==> src/rtl/gp_register_pkg.sv <==
// Shared datapath types for loadable register variants and the control unit.
package gp_register_pkg;

  localparam int unsigned FUNSEL_W = 2;

  typedef enum logic [FUNSEL_W-1:0] {
    FS_DEC  = 2'b00,
    FS_INC  = 2'b01,
    FS_LOAD = 2'b10,
    FS_CLR  = 2'b11
  } funsel_t;

endpackage

==> src/rtl/gp_register.sv <==
// N-bit general-purpose register: decrement, increment, parallel load or clear
// on the rising edge when enabled; holds otherwise.
module gp_register
  import gp_register_pkg::*;
#(
  parameter int unsigned N = 8
) (
  input  logic                clk,
  input  logic                rst_n,
  input  logic                enable,
  input  logic [FUNSEL_W-1:0] funsel,
  input  logic [N-1:0]        load,
  output logic [N-1:0]        Q_out
);

  logic [N-1:0] q_next;

  // Next-state select; unknown function codes fall to hold.
  always_comb begin
    q_next = Q_out;
    if (enable) begin
      case (funsel_t'(funsel))
        FS_DEC:  q_next = Q_out - N'(1);
        FS_INC:  q_next = Q_out + N'(1);
        FS_LOAD: q_next = load;
        FS_CLR:  q_next = '0;
        default: q_next = Q_out;
      endcase
    end
  end

  always_ff @(posedge clk or negedge rst_n) begin
    if (!rst_n) begin
      Q_out <= '0;
    end else begin
      Q_out <= q_next;
    end
  end

endmodule

==> config.mk <==
export PLATFORM = sky130hd
export DESIGN_NAME = gp_register
export DESIGN_NICKNAME = d
export VERILOG_FILES = /design/src/rtl/gp_register_pkg.sv /design/src/rtl/gp_register.sv
export SDC_FILE = /design/constraint.sdc
export NUM_CORES = 1
export LEC_CHECK = 0
export CORE_MARGIN = 1.5
export CORE_UTILIZATION = 25
export DETAILED_ROUTE_END_ITERATION = 7
export HOLD_SLACK_MARGIN = 0.06
export SYNTH_ARGS = -nofsm -noshare
export SYNTH_HDL_FRONTEND = slang
export SYNTH_SLANG_ARGS = --single-unit
==> constraint.sdc <==
create_clock -name clk -period 1.9 [get_ports clk]
set_input_delay 0.38 -clock clk [delete_from_list [all_inputs] [get_ports clk]]
set_output_delay 0.38 -clock clk [all_outputs]
set_load 0.005 [all_outputs]
==> reports/summary.txt, run 1 <==
outcome - finished clean
Reg power frac - 25.7%
Top Registers - Q_out x8
final critical-path required period - 1.78 ns
Post-synth EDFFs - 0
sequential share of the synthesized area - 29.3%
Via density - 5.09
Placed Cells - 140
Buffers on Ports - 20
CP Launch Type - primary input
leakage power - 0.448 nW
DP HPWL - 1.38 mm
Residual DRC - 0
Clock transition at path regs - 0.06 ns
Net Count, Synth - 100
Critical Path Fanout Max - 6
max_cap viols - 0
Clock Tree Root - clkbuf_4
Clk Latency, worst-skew pair - 0.26 ns
CTS tree - done
placed instance area - 1000 µm²
final hold vios - 0
slew of the pin with the lowest slew margin - 0.443 ns
flops & latches, synth - 8
Async S/R FF share, synth - 100%
Worst Setup Slack, final - 0.117 ns
Final Core Density - 41.5%
Initial DRC Count - 8
kind of critical path - in -> reg
internal power - 0.655 mW
Row Count - 18
routability cong. - 0.793
pre-CTS setup slack - -0.489 ns
global-route wire length before repair - 3.17 mm
routed wire length - 1.88 mm
fin nets - 136
CP arrival - 1.93 ns
Main synth FF type - dfrtp_1
drt first pass iters - 4
cts bufs inserted - 3
Final Cell Area - 1050 µm²
Setup crit end kind - flop
total negative slack - 0 ns
cells after synthesis - 80
Distinct cells, synth - 30
RSZ-0062 raised after global routing - false
DR vias - 733
GRT Overall Usage - 13.0%
# clock sinks - 8
post-DR wirelength/cell - 13.0 µm
worst hold slack - 0.430 ns
Peak Freq - 561 MHz
vias in the first global route - 683
Max Slew Vio Count - 0
H-tree level count - 1
slew margin rel. - 70.4%
layout cell share with drive strength beyond 1 - 20.2%
Sw Share - 36.2%
worst hold path type - in -> async
Final ANT Viol Nets - 0
DIE AREA - 3060 µm²
Die W - 55.3 µm
Largest register FFs - 8
Layout area overhead - 53.1%
CTS Buffer Depth - 2
most area-hungry cell type in the Yosys netlist - dfrtp_1
GR Overflow Total - 0
clock network fraction of total power - 13.5%
core area - 2520 µm²
Worst VDD drop - 0.505 mV
Post-Syn Area per Cell - 8.54 µm²
Final Skew - 0.00273 ns
I/O pin count - 21
largest net degree at the start of global routing - 12
largest cells by area after synthesis - dfrtp_1, ha_1, a21oi_1, nor2_1, xnor2_1
Power, Total - 1.03 mW
mapped cell area - 683 µm²
Synth Warn # - 0
Initial Utilization - 27.1%
die height - 55.3 µm
reg2reg setup slack - 0.21 ns
# diodes - 0
PwrDens - 981 nW/µm²
top-area cell type share of the netlist area - 29.3%
final cell count without fillers - 144
Worst EP required - 2.04 ns
final setup vio count - 0
most flop-heavy register - Q_out
switching power - 0.371 mW
Combinational Power Share - 60.8%
initial antenna violation count - 0
Final Cycle Share - 93.9%
Fillers - 264
[layout by cell type (no fill, tap or decap), types with 4 or more instances in the layout]
cell type        count
a21oi_1              9
buf_4               15
clkdlybuf4s50_1     18
dfrtp_1              8
ha_1                 6
nor2_1              12
o21ai_0              4
[power groups by stage]
| stage | Sequential (mW) | Clock, mW | Combinational [mW] |
|---|---|---|---|
| after floorplan | 0.264 | 0 | 0.337 |
| after global placement | 0.265 | 0 | 0.591 |
| after detailed placement | 0.268 | 0 | 0.595 |
| after CTS | 0.265 | 0.147 | 0.624 |
| after global routing | 0.271 | 0.154 | 0.688 |
| final | 0.264 | 0.138 | 0.624 |
[Yosys cell counts, types with 2 or more instances]
master,instances
nand3_1,2
nor2_1,12
inv_1,2
a2bb2oi_1,2
o21a_1,2
nor2b_1,3
ha_1,6
o21ai_0,5
nand2_1,3
xnor2_1,3
clkbuf_1,2
a21o_1,3
dfrtp_1,8
o211ai_1,3
a21oi_1,9
[repair_timing]
action / CTS / global route
endpoints found under the setup margin: 6 / 2
resized for setup: 7 / 0
hold buffers: 0 / 0
buffers inserted: 1 / 0
pin swaps: 5 / 4
[cell families after synthesis]
family                   Yosys count  share of synthesized area [%]
AND/OR/NAND/NOR                   24                           16.7
XOR/XNOR                           4                           5.13
buffers and inverters              6                           4.58
flip-flops                         8                           29.3
AO/OA/AOI/OAI                     29                           27.3
adder cells (fa/ha/maj)            7                           13.9
multiplexers                       2                           3.11
[cell type report]
class                           count  area, µm²  area share (%)
Timing Repair Buffer               35        310            29.7
Sequential cell                     8        200            19.1
Clock buffer                        3       22.5            2.15
Tap cell                           30       37.5            3.59
Inverter                            2       7.51           0.718
Multi-Input combinational cell     66        468            44.7
[routing by layer]
layer / part of all wire (%) / wire length [µm] / track usage [%] / vias to the layer above
met5: 0 / 0 / 0 / -
met3: 4.7 / 88 / 4.45 / 2
li1: - / - / - / 366
met4: 0.48 / 9 / 2.09 / 0
met1: 45 / 850 / 17.4 / 345
met2: 49 / 927 / 20.7 / 20
[worst max-delay path, stage by stage]
cell,delay (ns)
dlygate4sd2_1,0.25
nand2b_4,0.18
fa_2,0.36
a21o_1,0.18
a21oi_2,0.19
xnor2_1,0.15
a2bb2oi_1,0.16
a21oi_1,0.08
[worst paths after layout]
| kind | start | end | cells past startpoint |
|---|---|---|---|
| worst max-delay path | funsel[1] | Q_out[4]$_DFFE_PN0P_ | 8 |
| worst min-delay path | rst_n | Q_out[2]$_DFFE_PN0P_ | 1 |
| worst max register to register | Q_out[0]$_DFFE_PN0P_ | Q_out[4]$_DFFE_PN0P_ | 6 |
| worst min register to register | Q_out[5]$_DFFE_PN0P_ | Q_out[5]$_DFFE_PN0P_ | 1 |
| max in group asynchronous | rst_n | Q_out[4]$_DFFE_PN0P_ | 1 |
| min in group clk | Q_out[5]$_DFFE_PN0P_ | Q_out[5]$_DFFE_PN0P_ | 1 |
(Power assumes the default switching activity.)
==> run 2, diff against run 1 <==
==> constraint.sdc (replaced) <==
create_clock -name clk -period 1.64 [get_ports clk]
set_input_delay 0.328 -clock clk [delete_from_list [all_inputs] [get_ports clk]]
set_output_delay 0.328 -clock clk [all_outputs]
set_load 0.005 [all_outputs]
==> run 2 against run 1 <==
The flow now finishes with violations (setup timing). Sequential power grew 19%. Combinational power grew 26%. Total power grew 23%. Clock-buffer cell count is the same. First-iteration DRC count shrank 50%. Sequential cell count is the same. Critical path depth shrank 2. Clock skew shrank 0.0014 ns. Highest routed layer unchanged.
==> reports/summary.txt, run 2 (synthesized netlist as in run 1, its figures left out) <==
outcome - finished, violations left (was finished clean)
failing checks - setup timing
r2r startpoint - Q_out[1]$_DFFE_PN0P_ (was Q_out[0]$_DFFE_PN0P_)
Clock Tree Root - clkbuf_4 (unchanged)
Worst VDD drop - 0.813 mV (was 0.505 mV)
# clock sinks - 8 (unchanged)
PwrDens - 1120 nW/µm² (was 981 nW/µm²)
CTS tree - done (unchanged)
slew of the pin with the lowest slew margin - 0.385 ns (was 0.443 ns)
DP HPWL - 1.52 mm (was 1.38 mm)
CP top delay family - compound AO/OA/AOI/OAI gates (unchanged)
Final Core Density - 44.6% (was 41.5%)
Max Slew Vio Count - 0 (unchanged)
leakage power - 0.484 nW (was 0.448 nW)
H-tree level count - 1 (unchanged)
Reg area - 200 µm² (unchanged)
placed instance area - 1040 µm² (was 1000 µm²)
slew margin rel. - 74.2% (was 70.4%)
CTS Buffer Depth - 2 (unchanged)
Buffers on Ports - 20 (unchanged)
final hold vios - 0 (unchanged)
Clk Latency, worst-skew pair - 0.26 ns (about the same)
# diodes - 0 (unchanged)
Critical Path Fanout Max - 3 (was 6)
drt first pass iters - 4 (unchanged)
DR vias - 729 (was 733)
vias in the first global route - 696 (was 683)
worst path cell trace - fa_2 -> a21o_1 -> a21oi_2 -> nor2_1 -> o211ai_1 -> a41oi_1 (was dlygate4sd2_1 -> nand2b_4 -> fa_2 -> a21o_1 -> a21oi_2 -> xnor2_1 -> a2bb2oi_1 -> a21oi_1)
Worst EP required - 1.75 ns (was 2.04 ns)
Residual DRC - 0 (unchanged)
Via density - 4.96 (was 5.09)
Combinational Power Share - 62.2% (was 60.8%)
core area - 2520 µm² (unchanged)
CP Launch Type - flop (was primary input)
Layout area overhead - 64.8% (was 53.1%)
routability cong. - 0.782 (was 0.793)
Crit path buffers/inverters - 0 (was 1)
Worst Setup Slack, final - -0.0265 ns (was 0.117 ns)
GRT Overall Usage - 13.2% (was 13.0%)
Multi-input gate area - 502 µm² (was 468 µm²)
Max stage delay on crit path - 0.42 ns (was 0.36 ns)
total negative slack - -0.0394 ns (was 0 ns)
Peak Freq - 600 MHz
internal power - 0.804 mW (was 0.655 mW)
CP arrival - 1.78 ns (was 1.93 ns)
kind of critical path - reg -> reg (was in -> reg)
Die W - 55.3 µm (unchanged)
DIE AREA - 3060 µm² (unchanged)
Post-CTS Hold Buffers - 0 (unchanged)
Top Registers - Q_out x8 (unchanged)
switching power - 0.457 mW (was 0.371 mW)
Final ANT Viol Nets - 0 (unchanged)
reg2reg setup slack - -0.03 ns (was 0.21 ns)
fin nets - 139 (was 136)
routed wire length - 2.00 mm (was 1.88 mm)
most common cell after layout, fill and taps aside - clkdlybuf4s50_1 (unchanged)
die height - 55.3 µm (unchanged)
final critical-path required period - 1.67 ns
RSZ-0062 raised after global routing - true (was false)
Sw Share - 36.2% (about the same)
most flop-heavy register - Q_out (unchanged)
Final Skew - 0.00137 ns (was 0.00273 ns)
final setup vio count - 2 (was 0)
Final Cell Area - 1130 µm² (was 1050 µm²)
max_cap viols - 0 (unchanged)
cts bufs inserted - 3 (unchanged)
largest net degree at the start of global routing - 12 (unchanged)
GR Overflow Total - 0 (unchanged)
Reg power frac - 25.0% (was 25.7%)
layout cell share with drive strength beyond 1 - 27.4% (was 20.2%)
initial antenna violation count - 0 (unchanged)
Setup crit end kind - flop (unchanged)
worst hold slack - 0.352 ns (was 0.430 ns)
global-route wire length before repair - 3.20 mm (was 3.17 mm)
Final Cycle Share - 102%
Initial Utilization - 27.1% (unchanged)
Clock transition at path regs - 0.06 ns (about the same)
CP Launch Point - Q_out[1]$_DFFE_PN0P_ (was funsel[1])
Row Count - 18 (unchanged)
clock network fraction of total power - 12.8% (was 13.5%)
Largest register FFs - 8 (unchanged)
commonest non-fill, non-tap cells in the layout - clkdlybuf4s50_1, buf_4, nor2_1 (unchanged)
worst-case reg-to-reg path depth - 6 (unchanged)
Fillers - 253 (was 264)
Worst path slowest cell - dfrtp_1 (was fa_2)
worst hold path type - in -> async (unchanged)
post-DR wirelength/cell - 13.6 µm (was 13.0 µm)
I/O pin count - 21 (unchanged)
Initial DRC Count - 4 (was 8)
Reg2Reg Capture Point - Q_out[6]$_DFFE_PN0P_ (was Q_out[4]$_DFFE_PN0P_)
run 2: power by group through the flow:
stage | clock network (mW) | logic (mW) | registers [mW]
after CTS | 0.169 | 0.744 | 0.309
after detailed placement | 0 | 0.721 | 0.313
after global placement | 0 | 0.714 | 0.312
final | 0.161 | 0.785 | 0.315
after global routing | 0.174 | 0.859 | 0.326
after floorplan | 0 | 0.405 | 0.311
run 2: area by class of cell:
class                           instances  area share (%)
Multi-Input combinational cell         66            44.6
Clock buffer                            3            2.00
Sequential cell                         8            17.8
Tap cell                               30            3.33
Timing Repair Buffer                   38            31.7
Inverter                                2           0.667
run 2: how the worst max path moves through the flow:
stage                                       to  slack, ns  cells after the start
final                     Q_out[6]$_DFFE_PN0P_      -0.03                      6
after global routing      Q_out[6]$_DFFE_PN0P_       -0.1                      6
after CTS                 Q_out[4]$_DFFE_PN0P_      -0.05                      6
after detailed placement  Q_out[7]$_DFFE_PN0P_      -0.67                      8
after global placement    Q_out[7]$_DFFE_PN0P_      -0.62                      8
after floorplan           Q_out[4]$_DFFE_PN0P_      -0.02                      7
run 2: timing repair:
action / in CTS / in global routing
pin swaps: 5 / 8
endpoints found under the setup margin: 7 / 6
gates resized for setup: 9 / 8
endpoints found under the hold margin: 0 / 0
setup buffers: 1 / 1
run 2: layer usage:
| layer | vias up | GRT usage (%) | wire length (µm) |
|---|---|---|---|
| met5 | - | 0 | 0 |
| met4 | 0 | 3.14 | 8 |
| met3 | 2 | 4.22 | 74 |
| met2 | 14 | 21.8 | 1050 |
| met1 | 348 | 16.8 | 870 |
| li1 | 365 | - | - |
run 2: stage by stage:
step | setup WS, ns | cells | total power [mW]
detailed placement | -0.667 | 142 | 1.03
CTS | -0.0520 | 146 | 1.22
floorplan | -0.0216 | 80 | 0.716
global route | -0.0996 | 147 | 1.36
global placement | -0.620 | 142 | 1.03
finish | -0.0265 | 147 | 1.26
==> run 3, diff against run 2 <==
--- a/config.mk
+++ b/config.mk
@@ -5,7 +5,6 @@
 export SDC_FILE = /design/constraint.sdc
 export NUM_CORES = 1
 export LEC_CHECK = 0
-export CORE_MARGIN = 1.5
 export CORE_UTILIZATION = 25
 export DETAILED_ROUTE_END_ITERATION = 7
 export HOLD_SLACK_MARGIN = 0.06
==> run 3 against run 2 <==
The flow still finishes with violations (setup timing). Worst setup slack worse by 0.017 ns. Sequential cell count unchanged. Design area up 2.0%. First-iteration DRC count rose to 3.0 times the previous value. Critical path type unchanged. Largest cell class unchanged.
==> reports/summary.txt, run 3 (synthesized netlist as in run 1, its figures left out) <==
outcome - finished, violations left (unchanged)
failing checks - setup timing (unchanged)
M1 GR Usage - 19.4% (was 16.8%)
I/O pin count - 21 (unchanged)
CP Launch Point - Q_out[1]$_DFFE_PN0P_ (unchanged)
initial antenna violation count - 0 (unchanged)
routability cong. - 0.754 (was 0.782)
core area - 2520 µm² (unchanged)
Layout area overhead - 68.1% (was 64.8%)
GRT Overall Usage - 15.2% (was 13.2%)
cts bufs inserted - 3 (unchanged)
final setup vio count - 4 (was 2)
fin nets - 143 (was 139)
final hold vios - 0 (unchanged)
Final Cycle Share - 103% (was 102%)
global-route wire length before repair - 3.12 mm (was 3.20 mm)
RSZ-0062 raised after global routing - true (unchanged)
GR Util met3 - 2.50% (was 4.22%)
DR vias - 726 (was 729)
Residual DRC - 0 (unchanged)
Max Slew Vio Count - 0 (unchanged)
die height - 54.3 µm (was 55.3 µm)
max_cap viols - 0 (unchanged)
leakage power - 0.493 nW (was 0.484 nW)
Setup crit end kind - flop (unchanged)
final critical-path required period - 1.68 ns (was 1.67 ns)
Multi-input gate area - 514 µm² (was 502 µm²)
H-tree level count - 1 (unchanged)
Top Registers - Q_out x8 (unchanged)
Fillers - 249 (was 253)
kind of critical path - reg -> reg (unchanged)
GR Overflow Total - 0 (unchanged)
Initial DRC Count - 12 (was 4)
Worst Setup Slack, final - -0.0431 ns (was -0.0265 ns)
slew margin rel. - 72.2% (was 74.2%)
grt peak-use layer - met2 (unchanged)
Reg area - 201 µm² (was 200 µm²)
met2 global-route usage - 25.2% (was 21.8%)
r2r startpoint - Q_out[1]$_DFFE_PN0P_ (unchanged)
layout cell share with drive strength beyond 1 - 31.4% (was 27.4%)
Final Skew - 0.0109 ns (was 0.00137 ns)
Worst VDD drop - 0.608 mV (was 0.813 mV)
commonest non-fill, non-tap cells in the layout - buf_4, clkdlybuf4s50_1, nor2_1 (was clkdlybuf4s50_1, buf_4, nor2_1)
Final Cell Area - 1150 µm² (was 1130 µm²)
most common cell after layout, fill and taps aside - buf_4 (was clkdlybuf4s50_1)
CP arrival - 1.83 ns (was 1.78 ns)
routed wire length - 2.00 mm (about the same)
placed instance area - 1050 µm² (was 1040 µm²)
CTS Buffer Depth - 2 (unchanged)
DP HPWL - 1.51 mm (was 1.52 mm)
largest net degree at the start of global routing - 12 (unchanged)
Die W - 54.3 µm (was 55.3 µm)
Clock transition at path regs - 0.07 ns (was 0.06 ns)
Clock Tree Root - clkbuf_4 (unchanged)
# diodes - 0 (unchanged)
Clk Latency, worst-skew pair - 0.26 ns (about the same)
Critical Path Fanout Max - 3 (unchanged)
drt first pass iters - 4 (unchanged)
Final ANT Viol Nets - 0 (unchanged)
PwrDens - 1120 nW/µm² (about the same)
pre-CTS setup slack - -0.589 ns (was -0.667 ns)
Initial Utilization - 27.1% (unchanged)
worst hold path type - in -> async (unchanged)
slew of the pin with the lowest slew margin - 0.416 ns (was 0.385 ns)
Peak Freq - 594 MHz (was 600 MHz)
# clock sinks - 8 (unchanged)
vias in the first global route - 663 (was 696)
most flop-heavy register - Q_out (unchanged)
Worst EP required - 1.78 ns (was 1.75 ns)
CTS tree - done (unchanged)
Buffers on Ports - 20 (unchanged)
post-DR wirelength/cell - 13.2 µm (was 13.6 µm)
Via density - 4.81 (was 4.96)
DIE AREA - 2950 µm² (was 3060 µm²)
Largest register FFs - 8 (unchanged)
CP Launch Type - flop (unchanged)
Post-CTS Hold Buffers - 0 (unchanged)
Row Count - 18 (unchanged)
[run 3: cell count changes in the layout (fill, tap and decap cells not counted), sizes merged]
| cell | before | now |
|---|---|---|
| buf | 20 | 24 |
[run 3: power by group]
part           internal (mW)  switching, mW  leakage (nW)
Clock                 0.0844         0.0799        0.0138
Combinational          0.481          0.323         0.386
Sequential             0.253         0.0636        0.0936
[run 3: worst paths after layout]
check / endpoint / slack [ns] / depth (start not counted)
setup / recovery: Q_out[5]$_DFFE_PN0P_ / -0.04 / 7
hold / removal: Q_out[4]$_DFFE_PN0P_ / 0.36 / 1
setup reg to reg: Q_out[5]$_DFFE_PN0P_ / -0.04 / 7
hold reg to reg: Q_out[5]$_DFFE_PN0P_ / 0.56 / 1
max in group asynchronous: Q_out[1]$_DFFE_PN0P_ / 0.95 / 1
min in group clk: Q_out[5]$_DFFE_PN0P_ / 0.56 / 1
[run 3: stage by stage]
stage	utilization (%)	hold WS, ns	power (mW)	setup TNS (ns)	cells
after CTS	43.2	0.364	1.23	-0.146	148
after floorplan	-	0.0324	0.716	-0.0216	80
after detailed placement	41.5	0.552	1.04	-3.53	143
after global placement	41.5	0.524	1.04	-3.39	143
final	45.5	0.359	1.29	-0.115	151
after global routing	45.5	0.382	1.40	-0.572	151
[run 3: repair_timing]
item	in CTS	in global routing
setup buffers	2	3
pin swaps	7	6
hold endpoints to repair	0	0
setup endpoints to repair	9	7
resized for setup	9	9
[run 3: cell type report]
cell class | instances | area share, %
Clock buffer | 3 | 1.96
Timing Repair Buffer | 42 | 31.8
Multi-Input combinational cell | 66 | 44.8
Tap cell | 30 | 3.27
Inverter | 2 | 0.654
Sequential cell | 8 | 17.5
[run 3: critical path, stage by stage, from the launching register on]
cell and delay, ns:
dfrtp_2 0.43, buf_4 0.15, ha_4 0.24, a211oi_2 0.24
o21ai_1 0.10, xnor2_1 0.17, o211ai_1 0.11, o21a_1 0.13
[run 3: metal layers]
layer  wire, µm  share of wire [%]  up-vias
met5          0                  0        -
met4         25                1.3        0
met3         43                2.2        4
met2       1000                 50        8
met1        924                 46      338
li1           -                  -      376
